**src/rtl/vga_sync.sv**
```systemverilog
// vga_sync: 640x480 @ 60 Hz VGA raster timing generator.
// A clock divider produces the pixel enable (p_tick); x/y raster counters
// advance on it. hsync/vsync/frame_tick are registered so they move on the
// same edge as the coordinate they describe. video_on is a pure decode of
// the registered coordinates, gated by reset.
// CLK_DIV is legal over 2..16 (the divider is 4 bits wide).
module vga_sync #(
  parameter int H_DISPLAY = 640,
  parameter int H_FRONT   = 16,
  parameter int H_SYNC    = 96,
  parameter int H_BACK    = 48,
  parameter int V_DISPLAY = 480,
  parameter int V_FRONT   = 10,
  parameter int V_SYNC    = 2,
  parameter int V_BACK    = 33,
  parameter int CLK_DIV   = 4
) (
  input  logic       clk,
  input  logic       reset,
  output logic       hsync,
  output logic       vsync,
  output logic       video_on,
  output logic       p_tick,
  output logic [9:0] x,
  output logic [9:0] y,
  output logic       frame_tick
);

  localparam int H_TOTAL = H_DISPLAY + H_FRONT + H_SYNC + H_BACK;
  localparam int V_TOTAL = V_DISPLAY + V_FRONT + V_SYNC + V_BACK;

  localparam logic [3:0] DIV_MAX  = 4'(CLK_DIV - 1);
  localparam logic [9:0] X_MAX    = 10'(H_TOTAL - 1);
  localparam logic [9:0] Y_MAX    = 10'(V_TOTAL - 1);
  localparam logic [9:0] X_VIS    = 10'(H_DISPLAY);
  localparam logic [9:0] Y_VIS    = 10'(V_DISPLAY);
  localparam logic [9:0] HS_START = 10'(H_DISPLAY + H_FRONT);
  localparam logic [9:0] HS_END   = 10'(H_DISPLAY + H_FRONT + H_SYNC - 1);
  localparam logic [9:0] VS_START = 10'(V_DISPLAY + V_FRONT);
  localparam logic [9:0] VS_END   = 10'(V_DISPLAY + V_FRONT + V_SYNC - 1);

  logic [3:0] div_cnt_q, div_cnt_d;
  logic       p_tick_q, p_tick_d;
  logic [9:0] x_q, x_d;
  logic [9:0] y_q, y_d;
  logic       hsync_q, hsync_d;
  logic       vsync_q, vsync_d;
  logic       frame_tick_q, frame_tick_d;
  logic       x_wrap;
  logic       y_wrap;

  // Pixel divider: p_tick is high for the whole cycle in which div_cnt sits
  // at its terminal value, so the counters step on the edge that ends it.
  always_comb begin
    div_cnt_d = (div_cnt_q == DIV_MAX) ? 4'd0 : div_cnt_q + 4'd1;
    p_tick_d  = (div_cnt_d == DIV_MAX);
  end

  // Raster counters: x steps on every pixel enable, y on the line wrap.
  always_comb begin
    x_wrap       = (x_q == X_MAX);
    y_wrap       = (y_q == Y_MAX);
    x_d          = x_q;
    y_d          = y_q;
    frame_tick_d = 1'b0;
    if (p_tick_q) begin
      x_d = x_wrap ? 10'd0 : x_q + 10'd1;
      if (x_wrap) begin
        y_d = y_wrap ? 10'd0 : y_q + 10'd1;
      end
      frame_tick_d = x_wrap && y_wrap;
    end
  end

  // Sync decode from the next coordinates so the pins move with x/y.
  always_comb begin
    hsync_d = !((x_d >= HS_START) && (x_d <= HS_END));
    vsync_d = !((y_d >= VS_START) && (y_d <= VS_END));
  end

  // State registers; reset clears counters and parks syncs inactive (high).
  always_ff @(posedge clk or negedge reset) begin
    if (!reset) begin
      div_cnt_q    <= 4'd0;
      p_tick_q     <= 1'b0;
      x_q          <= 10'd0;
      y_q          <= 10'd0;
      hsync_q      <= 1'b1;
      vsync_q      <= 1'b1;
      frame_tick_q <= 1'b0;
    end else begin
      div_cnt_q    <= div_cnt_d;
      p_tick_q     <= p_tick_d;
      x_q          <= x_d;
      y_q          <= y_d;
      hsync_q      <= hsync_d;
      vsync_q      <= vsync_d;
      frame_tick_q <= frame_tick_d;
    end
  end

  // Output mapping; video_on is forced low while reset is held.
  assign hsync      = hsync_q;
  assign vsync      = vsync_q;
  assign p_tick     = p_tick_q;
  assign x          = x_q;
  assign y          = y_q;
  assign frame_tick = frame_tick_q;
  assign video_on   = (x_q < X_VIS) && (y_q < Y_VIS) && reset;

endmodule

```
**config.mk**
```make
export PLATFORM = sky130hd
export DESIGN_NAME = vga_sync
export DESIGN_NICKNAME = d
export VERILOG_FILES = /design/src/rtl/vga_sync.sv
export SDC_FILE = /design/constraint.sdc
export NUM_CORES = 1
export LEC_CHECK = 0
export ABC_AREA = 1
export ABC_CLOCK_PERIOD_IN_PS = 2850
export BUFFER_PORTS_ARGS = -buffer_cell sky130_fd_sc_hd__buf_2
export CAP_MARGIN = 20
export CORE_ASPECT_RATIO = 2
export CORE_UTILIZATION = 45
export DETAILED_ROUTE_END_ITERATION = 12
export MAX_ROUTING_LAYER = met4
export PLACE_DENSITY = 0.66
export RECOVER_POWER = 25
export SLEW_MARGIN = 20
export SYNTH_ARGS = -nofsm -noshare
export SYNTH_HDL_FRONTEND = slang
export SYNTH_SLANG_ARGS = --single-unit
```
**constraint.sdc**
```tcl
create_clock -name clk -period 2.85 [get_ports clk]
set_input_delay 0.1425 -clock clk [delete_from_list [all_inputs] [get_ports clk]]
set_output_delay 0.1425 -clock clk [all_outputs]
set_load 0.05 [all_outputs]
```
* Word level (Yosys, flattened, before mapping)
Cells that the tools add are included.
** Storage, ports and cells
- Bits in registers :: 28
- Input bits :: 2
** Operators by class
- $add $sub $neg :: 3
- Order comparisons :: 6
- Eq/ne operators :: 4
- Mux-type cells :: 7
- Reduce and logical (&&, ||, !) cells :: 7
** Operators with widths (number)
- $mux 10 :: 5
- $add 10x1->10 const B :: 2
- $eq 10x10->1 const B :: 2
- $ge 10x10->1 const B :: 1
- $ge 10x9->1 const B :: 1
- $le 10x10->1 const B :: 1
- $le 10x9->1 const B :: 1
- $lt 10x10->1 const B :: 1
- $lt 10x9->1 const B :: 1
- $eq 4x2->1 const B :: 2
- $logic_and 1x1->1 :: 5
- $add 4x1->4 const B :: 1
- $mux 4 :: 1
- $logic_not 1->1 :: 2
- $mux 1 :: 1

* Logic depth before layout (Yosys ltp)
Gate-level depths: netlist of run 1.
- Depth after elaboration :: 7
- Gate-level depth with buffers :: 12
- Gate-level depth less buffers :: 12

* Worst setup path before layout of run 1
OpenSTA, ideal clock, no wires.
- Path type :: register to output
- Start :: register y_q[5], in the netlist y[5]
- End :: output port video_on
- Data arrival time :: 2.011 ns
- Data required time :: 2.707 ns
- Slack :: 0.697 ns
- Cell stages (with the launch flop) :: 4
- Path buffers :: 0
- Path through :: dfrtp_1 > inv_1 > nor3_1 > a211oi_1
** Between the ends
- Longest elaborated chain between the ends :: 3
** RTL lines
- from (decl) :: line 45 : logic [9:0] y_q, y_d;
- from (signal assigned) :: line 95 : y_q <= y_d;
- $lt 10x9->1 :: line 109 : assign video_on = (x_q < X_VIS) && (y_q < Y_VIS) && reset;
- $logic_and 1x1->1 (2 in series) :: line 109
- to (decl) :: line 22 : output logic video_on,
No other way between the ends.

* Final worst setup path of run 1
- Start :: register x_q[0], in the netlist x[0]
- End :: register vsync_q, in the netlist vsync
** Between the ends
- Longest elaborated chain between the ends :: 6
- Elaborated cells on any way between the ends :: 7
- Those cells by class :: 2 x order compare; 1 x eq/ne; 2 x mux; 2 x reduce/logical
** RTL lines
- from (decl) :: line 44 : logic [9:0] x_q, x_d;
- from (signal assigned) :: line 86 : x_q <= 10'd0;
- from (signal assigned) :: line 94 : x_q <= x_d;
- $eq 10x10->1 (*) :: line 61 : x_wrap = (x_q == X_MAX);
- $mux 10 (*) :: line 68 : if (x_wrap) begin
- $mux 10 (*) :: line 66 : if (p_tick_q) begin
- $ge 10x9->1 or $le 10x9->1 (tied branches) :: line 78 : vsync_d = !((y_d >= VS_START) && (y_d <= VS_END));
- $logic_and 1x1->1 (*) :: line 78
- $logic_not 1->1 (*) :: line 78
- via vsync_d :: line 47 : logic vsync_q, vsync_d;
- to (signal assigned) :: line 97 : vsync_q <= vsync_d;
- to (decl) :: line 47
The timed path passes the listed nets; every way through them passes the cells marked *.

==> flow_metrics.tcl, run 1 <==
set metrics [dict create \
    antenna_found_initial 0 \
    die_y_um 85.3 \
    final_cell_count_no_fill 263 \
    numClockSinks 28 \
    netlist_instances 202 \
    layout-drive-gt1-share_pct 16.9 \
    die-area_um2 3730 \
    ir_worst_vdd_v 0.000291 \
    cp_cell_sequence "ha_1, nand3_1, nor2_2, nand3_2, inv_1, nand2_1, nand2_1, nand3_1, nor2_1, nand3_1" \
    syn-cell-area_um2 1560 \
    wl_per_cell_um 13.7 \
    timing.fmax_mhz 524 \
    cts_tree "done" \
    critical-path-max-stage-delay_ns 0.43 \
    drt_iter0_markers 33 \
    cts.clk_slew.worst_paths_ns 0.09 \
    hold_class "in -> async" \
    std_cell_rows 30 \
    synth.area.top_cells "dfrtp_1, nand2_1, inv_1, nand3_1, nor2_1" \
    rsz0062_at_grt "no" \
    start_kind "register" \
    drv_cap 0 \
    num_io_pins 27 \
    final_hold_viol_count 0 \
    final_common_cell "nand2_1" \
    gp_congestion 0.895 \
    placed_cell_area_um2 1720 \
    violations "design-rule violations" \
    synth_top_area_share_pct 41.6 \
    fin_skew_ns 0.00222 \
    vias 1411 \
    grt_overflow 0 \
    drv_slew 0 \
    critPathArrivalTime_ns 2.12 \
    grt_pass1_vias 1378 \
    ys_ff_latch 28 \
    r2r_cells 10 \
    status "finished with violations" \
    coreArea_um2 3340 \
    area_delta_synth_final_pct 13.6 \
    layout.nets 239 \
    finalCoreUtilization_pct 53.1 \
    yosysWarningCount 0 \
    hold_buffers 1 \
    synth.distinct_cells 25 \
    syn_nets 209 \
    htreeDepth 1 \
    cts_resized 0 \
    dp_hpwl_mm 2.77 \
    rrSetupSlack_ns 0.94 \
    place_inst 258 \
    r2r-start "x[0]" \
    drtAntennaViolNets 0 \
    p_leak_uw 0.000972 \
    insertedDiodeCount 0 \
    reg2reg_to "vsync" \
    yosysTopAreaCell "dfrtp_1" \
    die_x_um 43.7 \
    layout_common_cells "nand2_1, inv_1, dfrtp_1, buf_2" \
    initial_core_util_pct 46.8 \
    seq_area_frac_synth_pct 45.0 \
    setup_viol 0 \
    grt_pass1_wl_mm 5.97 \
    clkLatencyLatePin_ns 0.28 \
    drc_errors 3 \
    via_per_inst 5.37 \
    p_per_area_nw_per_um2 357 \
    fin_crit_sh_pct 67.0 \
    design_area_um2 1780 \
    worst_pin_slew_ns 0.482 \
    syn_area_per_cell_um2 7.74 \
    numCtsBuffers 3 \
    timing.setup.tns_ns 0 \
    cpMostUsedCell "nand3_1" \
    grt_max_degree 30 \
    slew_headroom_pct 67.8 \
    cts_buffer_depth 2 \
    dr.pass1.iters 8 \
    cp_slowest_cell "dfrtp_1" \
    cp-end-kind "register" \
    track_usage_pct 22.0 \
    crit_type "reg -> reg" \
    wl_mm 3.59 \
    cts_setup_buffers 0 \
    numPortBuffers 26 \
    cts_root_buf "clkbuf_8" \
    crit_required_ns 3.06 \
    post-route-min-period_ns 1.91 \
    worst-path-max-fanout 11 \
]
[area by class of cell]
| cell class | count | area [µm²] |
|---|---|---|
| Clock buffer | 4 | 45.0 |
| Tap cell | 32 | 40.0 |
| Inverter | 40 | 150 |
| Multi-Input combinational cell | 131 | 689 |
| Timing Repair Buffer | 28 | 148 |
| Fill cell | 354 | 1570 |
| Sequential cell | 28 | 703 |
[power by group]
group / internal, µW / leakage (µW) / switching, µW
registers: 397 / 0.000370 / 0
clock network: 100 / 0.0000228 / 122
logic: 3.29 / 0.000579 / 11.2
[worst max-delay path: cells and delay by family (launching register included)]
family        cells  cell delay [ns]
fa+ha+maj         1             0.24
buf+inv           1             0.25
flops             1             0.43
simple gates      8             0.92
[stage by stage]
step                      total power [µW]  setup slack (ns)  hold WS (ns)
final                                  634             0.940         0.392
after global placement                 419             0.923         0.167
after global routing                   654             0.757         0.432
after detailed placement               419             0.932         0.171
after floorplan                        408             0.697        -0.153
after CTS                              642             0.908         0.408
[synthesized netlist by cell type]
cell and instances:
nand2_1 46, buf_1 1, nand4_1 9, a21oi_1 6, nand3b_1 1, inv_2 1, a211oi_1 1, ha_1 5
buf_2 1, o21ai_2 1, nor3_1 3, o21bai_1 2, inv_1 39, dfstp_2 2, o211ai_1 2, dfrtp_1 26
nor2_1 19, nor2_2 2, xor2_1 7, nand3_1 19, a31oi_1 1, buf_6 1, o21ai_0 4, nand3_2 1
nor2_4 2
[how the worst max path moves through the flow]
stage | startpoint | slack [ns] | endpoint
floorplan | y[5] | 0.70 | video_on
global placement | x[0] | 0.92 | vsync
detailed placement | x[0] | 0.93 | vsync
CTS | x[0] | 0.91 | vsync
global route | x[0] | 0.76 | vsync
finish | x[0] | 0.94 | vsync
[registers in the layout, indices dropped and copies added, names as in the netlist]
signal and count:
div_cnt_q 4, frame_tick 1, hsync 1, p_tick 1, vsync 1, x 10, y 10
[metal layers]
metal	vias to the layer above	GRT usage, %	wire length (µm)
li1	697	-	-
met1	672	21.6	1350
met2	33	40.2	2050
met3	9	2.34	102
met4	0	11.4	93
met5	-	-	0
[cell families after synthesis]
logic type	synth area share [%]
DFF	45.0
buffers and inverters	10.9
AOI/OAI and AO/OA	6.57
adders and majority gates	4.00
xor gates and xnor gates	3.92
and+or+nand+nor	29.6
No activity file was read; power rests on OpenSTA's default activity.
==> run 2, diff against run 1 <==
--- a/config.mk
+++ b/config.mk
@@ -6,14 +6,14 @@
 export NUM_CORES = 1
 export LEC_CHECK = 0
 export ABC_AREA = 1
-export ABC_CLOCK_PERIOD_IN_PS = 2850
+export ABC_CLOCK_PERIOD_IN_PS = 1560
 export BUFFER_PORTS_ARGS = -buffer_cell sky130_fd_sc_hd__buf_2
 export CAP_MARGIN = 20
 export CORE_ASPECT_RATIO = 2
 export CORE_UTILIZATION = 45
 export DETAILED_ROUTE_END_ITERATION = 12
 export MAX_ROUTING_LAYER = met4
-export PLACE_DENSITY = 0.66
+export PLACE_DENSITY = 0.69
 export RECOVER_POWER = 25
 export SLEW_MARGIN = 20
 export SYNTH_ARGS = -nofsm -noshare
==> constraint.sdc (replaced) <==
create_clock -name clk -period 1.56 [get_ports clk]
set_input_delay 0.078 -clock clk [delete_from_list [all_inputs] [get_ports clk]]
set_output_delay 0.078 -clock clk [all_outputs]
set_load 0.05 [all_outputs]
==> run 2 against run 1 <==
The flow finishes with violations (design-rule violations, negative setup slack). Flip-flop and latch count is the same. Die area is the same. Fmax grew 22%. Clock-buffer cell count is the same. Largest power group unchanged. First-iteration DRC count grew 67%. Global-route usage grew 1.0 points. Sequential share of layout area shrank 4.2 points. Critical endpoint unchanged. Combinational power grew 95%.
==> flow_metrics.tcl, run 2 (synthesis gave the netlist of run 1 again) <==
set metrics [dict create \
    violations "design-rule violations, negative setup slack" \
    die-area_um2 3730 \
    cts_tree "done" \
    status "finished with violations" \
    track_usage_pct 23.1 \
    reg2reg_to "vsync" \
    power_frac_clock_pct 35.3 \
    r2r_cells 10 \
    finalCoreUtilization_pct 60.7 \
    die_x_um 43.7 \
    slew_headroom_pct 54.0 \
    dp_hpwl_mm 2.89 \
    worst_pin_slew_ns 0.690 \
    final_hold_viol_count 0 \
    cts.clk_slew.worst_paths_ns 0.09 \
    final_common_cell "nand2_1" \
    area_delta_synth_final_pct 29.9 \
    final_cell_count_no_fill 280 \
    numPortBuffers 26 \
    vias 1465 \
    p_total_uw 1170 \
    wl_mm 3.72 \
    die_y_um 85.3 \
    grt_max_degree 29 \
    p_leak_uw 0.00105 \
    grt_use_met1_pct 24.0 \
    endpoint "vsync" \
    grt_use_met2_pct 41.4 \
    layout-drive-gt1-share_pct 35.5 \
    drtAntennaViolNets 0 \
    fin_skew_ns 0.00338 \
    rsz0062_at_grt "yes" \
    cp-end-kind "register" \
    internal_power_uw 916 \
    busiest_layer "met2" \
    layout_common_cells "nand2_1, inv_1, buf_2" \
    num_io_pins 27 \
    post-route-min-period_ns 1.56 \
    timing.fmax_mhz 639 \
    crit_required_ns 1.77 \
    setup_ws_ns -0.00436 \
    hold_class "in -> async" \
    drc_errors 1 \
    place_inst 275 \
    timing.setup.tns_ns -0.00436 \
    critPathArrivalTime_ns 1.78 \
    numClockSinks 28 \
    fin_crit_sh_pct 100 \
    insertedDiodeCount 0 \
    coreArea_um2 3340 \
    layout.nets 256 \
    crit_start "y[1]" \
    power_switching_uw 249 \
    grt_overflow 0 \
    netSwitchingFraction_pct 21.4 \
    seqPwrFrac_pct 62.2 \
    numCtsBuffers 3 \
    use_met3_pct 1.28 \
    r2r-start "y[1]" \
    cts_root_buf "clkbuf_8" \
    via_per_inst 5.23 \
    rrSetupSlack_ns -0.004 \
    p_per_area_nw_per_um2 574 \
    drv_slew 0 \
    htreeDepth 1 \
    cts_buffer_depth 2 \
    gp_congestion 0.876 \
    initial_core_util_pct 46.8 \
    clkLatencyLatePin_ns 0.28 \
    worst-path-max-fanout 4 \
    dr.pass1.iters 8 \
    std_cell_rows 30 \
    wl_per_cell_um 13.3 \
    cts_setup_buffers 0 \
    start_kind "register" \
    antenna_found_initial 0 \
    ir_worst_vdd_v 0.000498 \
    setup_viol 1 \
    grt_pass1_wl_mm 6.31 \
    grt_pass1_vias 1458 \
    crit_type "reg -> reg" \
    drv_cap 0 \
    combPwrFrac_pct 2.4 \
    drt_iter0_markers 55 \
]
run 2: cell types whose count changed in the layout (fill, tap and decap cells not counted), moves of 3 or more:
| cell | before | now |
|---|---|---|
| inv_2 | 1 | 7 |
| dfrtp_2 | 0 | 12 |
| buf_4 | 1 | 15 |
| nand2_1 | 46 | 41 |
| inv_1 | 39 | 33 |
| dfrtp_1 | 26 | 14 |
| nand2_2 | 0 | 5 |
| nor2_1 | 19 | 16 |
run 2: worst min-delay path by stage:
stage | from | to | slack [ns] | depth (start not counted)
floorplan | reset | div_cnt_q[0] | -0.22 | 0
global placement | reset | y[9] | 0.13 | 2
detailed placement | reset | y[9] | 0.12 | 2
CTS | reset | x[5] | 0.36 | 3
global route | div_cnt_q[0] | div_cnt_q[0] | 0.52 | 1
finish | reset | x[9] | 0.48 | 3
run 2: area by class of cell:
cell class	count	area, µm²
Fill cell	308	1310
Multi-Input combinational cell	131	782
Sequential cell	28	718
Timing Repair Buffer	45	294
Inverter	40	150
Clock buffer	4	45.0
Tap cell	32	40.0
run 2: timing repair:
action,in CTS,in global routing
hold buffers,1,0
gates resized for setup,11,15
pin swaps,0,7
endpoints found under the setup margin,8,9
endpoints found under the hold margin,26,0
run 2: layer usage:
metal	vias up	routed length, µm
met3	7	97
li1	733	-
met2	34	2180
met4	0	93
met1	691	1350
met5	-	0
run 2: worst max-delay path: stages (launching register included):
cell and delay [ns]:
dfrtp_2 0.41, ha_1 0.18, nand2_1 0.06, inv_1 0.07, nand2_1 0.06, nor2_1 0.17, nand3_1 0.13, nand2_1 0.10
nand3_1 0.07, nor2_1 0.14, nand3_1 0.09
run 2: power groups by stage:
stage / clock (µW) / sequential [µW] / combinational (µW)
after floorplan: 0 / 740 / 7.17
after global placement: 0 / 739 / 26.9
after detailed placement: 0 / 739 / 27.4
after CTS: 424 / 725 / 31.4
after global routing: 441 / 725 / 32.2
final: 412 / 725 / 28.3
run 2: metrics by stage:
stage	setup WS [ns]	hold slack (ns)	cell area, µm²
final	-0.00436	0.483	2030
after global placement	-0.0775	0.127	1900
after floorplan	-0.0847	-0.218	1600
after detailed placement	-0.125	0.123	1900
after global routing	-0.173	0.519	2030
after CTS	-0.000304	0.364	1990
==> run 3, diff against run 2 <==
--- a/config.mk
+++ b/config.mk
@@ -12,7 +12,6 @@
 export CORE_ASPECT_RATIO = 2
 export CORE_UTILIZATION = 45
 export DETAILED_ROUTE_END_ITERATION = 12
-export MAX_ROUTING_LAYER = met4
 export PLACE_DENSITY = 0.69
 export RECOVER_POWER = 25
 export SLEW_MARGIN = 20
==> run 3 against run 2 <==
The run still ends with design-rule violations, negative setup slack left. Critical path depth decreased by 2. Combinational power about the same. Hold slack improved by 0.016 ns. Flip-flop and latch count unchanged. Clock-buffer cell count unchanged. Sequential power about the same. Worst setup slack got worse by 0.040 ns. Total power decreased by 1.1%. Largest cell class unchanged. Highest routed layer unchanged.
==> flow_metrics.tcl, run 3 (synthesis gave the netlist of run 1 again) <==
set metrics [dict create \
    reg2reg_to "vsync" \
    critical-path-max-stage-delay_ns 0.39 \
    crit_type "reg -> reg" \
    multiInputGateArea_um2 762 \
    internal_power_uw 915 \
    finalCoreUtilization_pct 60.6 \
    htreeDepth 1 \
    timing.fmax_mhz 623 \
    crit_start "x[1]" \
    vias 1480 \
    nFillCells 322 \
    wl_mm 3.72 \
    setup_viol 3 \
    ir_worst_vdd_v 0.000544 \
    numPortBuffers 26 \
    place_inst 276 \
    num_io_pins 27 \
    drc_errors 1 \
    grt_overflow 0 \
    p_per_area_nw_per_um2 569 \
    start_kind "register" \
    cts_tree "done" \
    endpoint "vsync" \
    initial_core_util_pct 46.8 \
    die_y_um 85.3 \
    worst_pin_slew_ns 0.695 \
    worst-path-max-fanout 7 \
    coreArea_um2 3340 \
    numCtsBuffers 3 \
    cts_buffer_depth 2 \
    cp-end-kind "register" \
    dp_hpwl_mm 2.84 \
    final_cell_count_no_fill 283 \
    die-area_um2 3730 \
    violations "design-rule violations, negative setup slack" \
    cts.clk_slew.worst_paths_ns 0.09 \
    p_leak_uw 0.00106 \
    power_frac_clock_pct 34.6 \
    cpMostUsedCell "nand3_1" \
    insertedDiodeCount 0 \
    final_common_cell "nand2_1" \
    hold_class "reg -> reg" \
    fin_skew_ns 0.00688 \
    clkLatencyLatePin_ns 0.28 \
    die_x_um 43.7 \
    layout.nets 259 \
    cp_slowest_cell "dfrtp_2" \
    rrSetupSlack_ns -0.04 \
    layout-drive-gt1-share_pct 33.9 \
    drv_cap 0 \
    drt_iter0_markers 32 \
    std_cell_rows 30 \
    final_hold_viol_count 0 \
    numClockSinks 28 \
    status "finished with violations" \
    layout_common_cells "nand2_1, inv_1, buf_2" \
    crit_required_ns 1.76 \
    rsz0062_at_grt "yes" \
    grt_max_degree 29 \
    netSwitchingFraction_pct 20.6 \
    power_switching_uw 238 \
    via_per_inst 5.23 \
    wl_per_cell_um 13.1 \
    critPathArrivalTime_ns 1.81 \
    grt_pass1_vias 1436 \
    fin_crit_sh_pct 103 \
    cp_cell_sequence "ha_4, nand4_1, nor2_4, nand3_1, nand2_1, nand3_1, nor2_1, nand3_1" \
    drv_slew 0 \
    antenna_found_initial 0 \
    area_delta_synth_final_pct 29.6 \
    gp_congestion 0.875 \
    seqPwrFrac_pct 62.9 \
    drtAntennaViolNets 0 \
    dr.pass1.iters 8 \
    setup_ws_ns -0.0446 \
    seq_area_um2 716 \
    cts_root_buf "clkbuf_8" \
    grt_pass1_wl_mm 6.08 \
    r2r-start "x[1]" \
    combPwrFrac_pct 2.5 \
    post-route-min-period_ns 1.60 \
    r2r_cells 8 \
    track_usage_pct 21.7 \
    slew_headroom_pct 53.7 \
]
-- run 3: cell types whose count changed in the layout (fill, tap and decap cells not counted), moves of 2 or more --
cell     change
nand2_1      +3
dfrtp_1      +2
inv_1        +3
nand2_2      -3
buf_4        +4
dfrtp_2      -2
inv_2        -3
-- run 3: metal layers --
metal  up-vias  share of wire, %  GRT usage [%]
met5         -                 0              0
met4         0               4.0           10.8
met3        15               2.3           2.13
met2        30                56           40.8
met1       703                37           22.3
li1        732                 -              -
-- run 3: repair_timing --
| action | in CTS | in global routing |
|---|---|---|
| pin swaps | 2 | 2 |
| endpoints found under the hold margin | 26 | 0 |
| buffers inserted | 0 | 2 |
| setup endpoints to repair | 5 | 10 |
| resized for setup | 5 | 11 |
| hold buffers | 1 | 0 |
| gates cloned | 0 | 0 |
-- run 3: metrics by stage --
stage	worst slack (ns)	area [µm²]	setup TNS, ns	hold WS (ns)	power (µW)
6_report	-0.0446	2030	-0.0833	0.499	1150
2_1_floorplan	-0.0847	1600	-0.202	-0.218	747
3_3_place_gp	-0.0977	1910	-0.0977	0.133	767
3_5_place_dp	-0.0858	1910	-0.0928	0.136	767
4_1_cts	-0.0182	1980	-0.0202	0.372	1170
5_1_grt	-0.203	2030	-0.554	0.530	1200
-- run 3: power by group through the flow --
stage / clock, µW / sequential (µW) / combinational [µW]
6_report: 399 / 725 / 28.5
3_3_place_gp: 0 / 739 / 27.2
2_1_floorplan: 0 / 740 / 7.17
5_1_grt: 437 / 725 / 33.3
3_5_place_dp: 0 / 739 / 27.4
4_1_cts: 419 / 725 / 30.2
-- run 3: critical path: cells and delay by family, from the launching register on --
kind                     cells  cell delay (ns)
flip-flops                   1             0.39
adder cells (fa/ha/maj)      1             0.16
AND/OR/NAND/NOR              7             0.98
-- run 3: worst min path at each step --
stage | from | end | slack, ns | cells after the start
finish | div_cnt_q[0] | div_cnt_q[0] | 0.50 | 1
global route | div_cnt_q[0] | div_cnt_q[0] | 0.53 | 1
CTS | reset | x[6] | 0.37 | 3
detailed placement | reset | y[5] | 0.14 | 2
global placement | reset | y[5] | 0.13 | 2
floorplan | reset | div_cnt_q[0] | -0.22 | 0
-- run 3: final cells by class --
cell class	count	share of cell area, %
timing repair buffer	48	15.4
clock buffer	4	2.22
multi-input combinational	131	37.6
tap	32	1.98
sequential	28	35.3
inverter	40	7.41
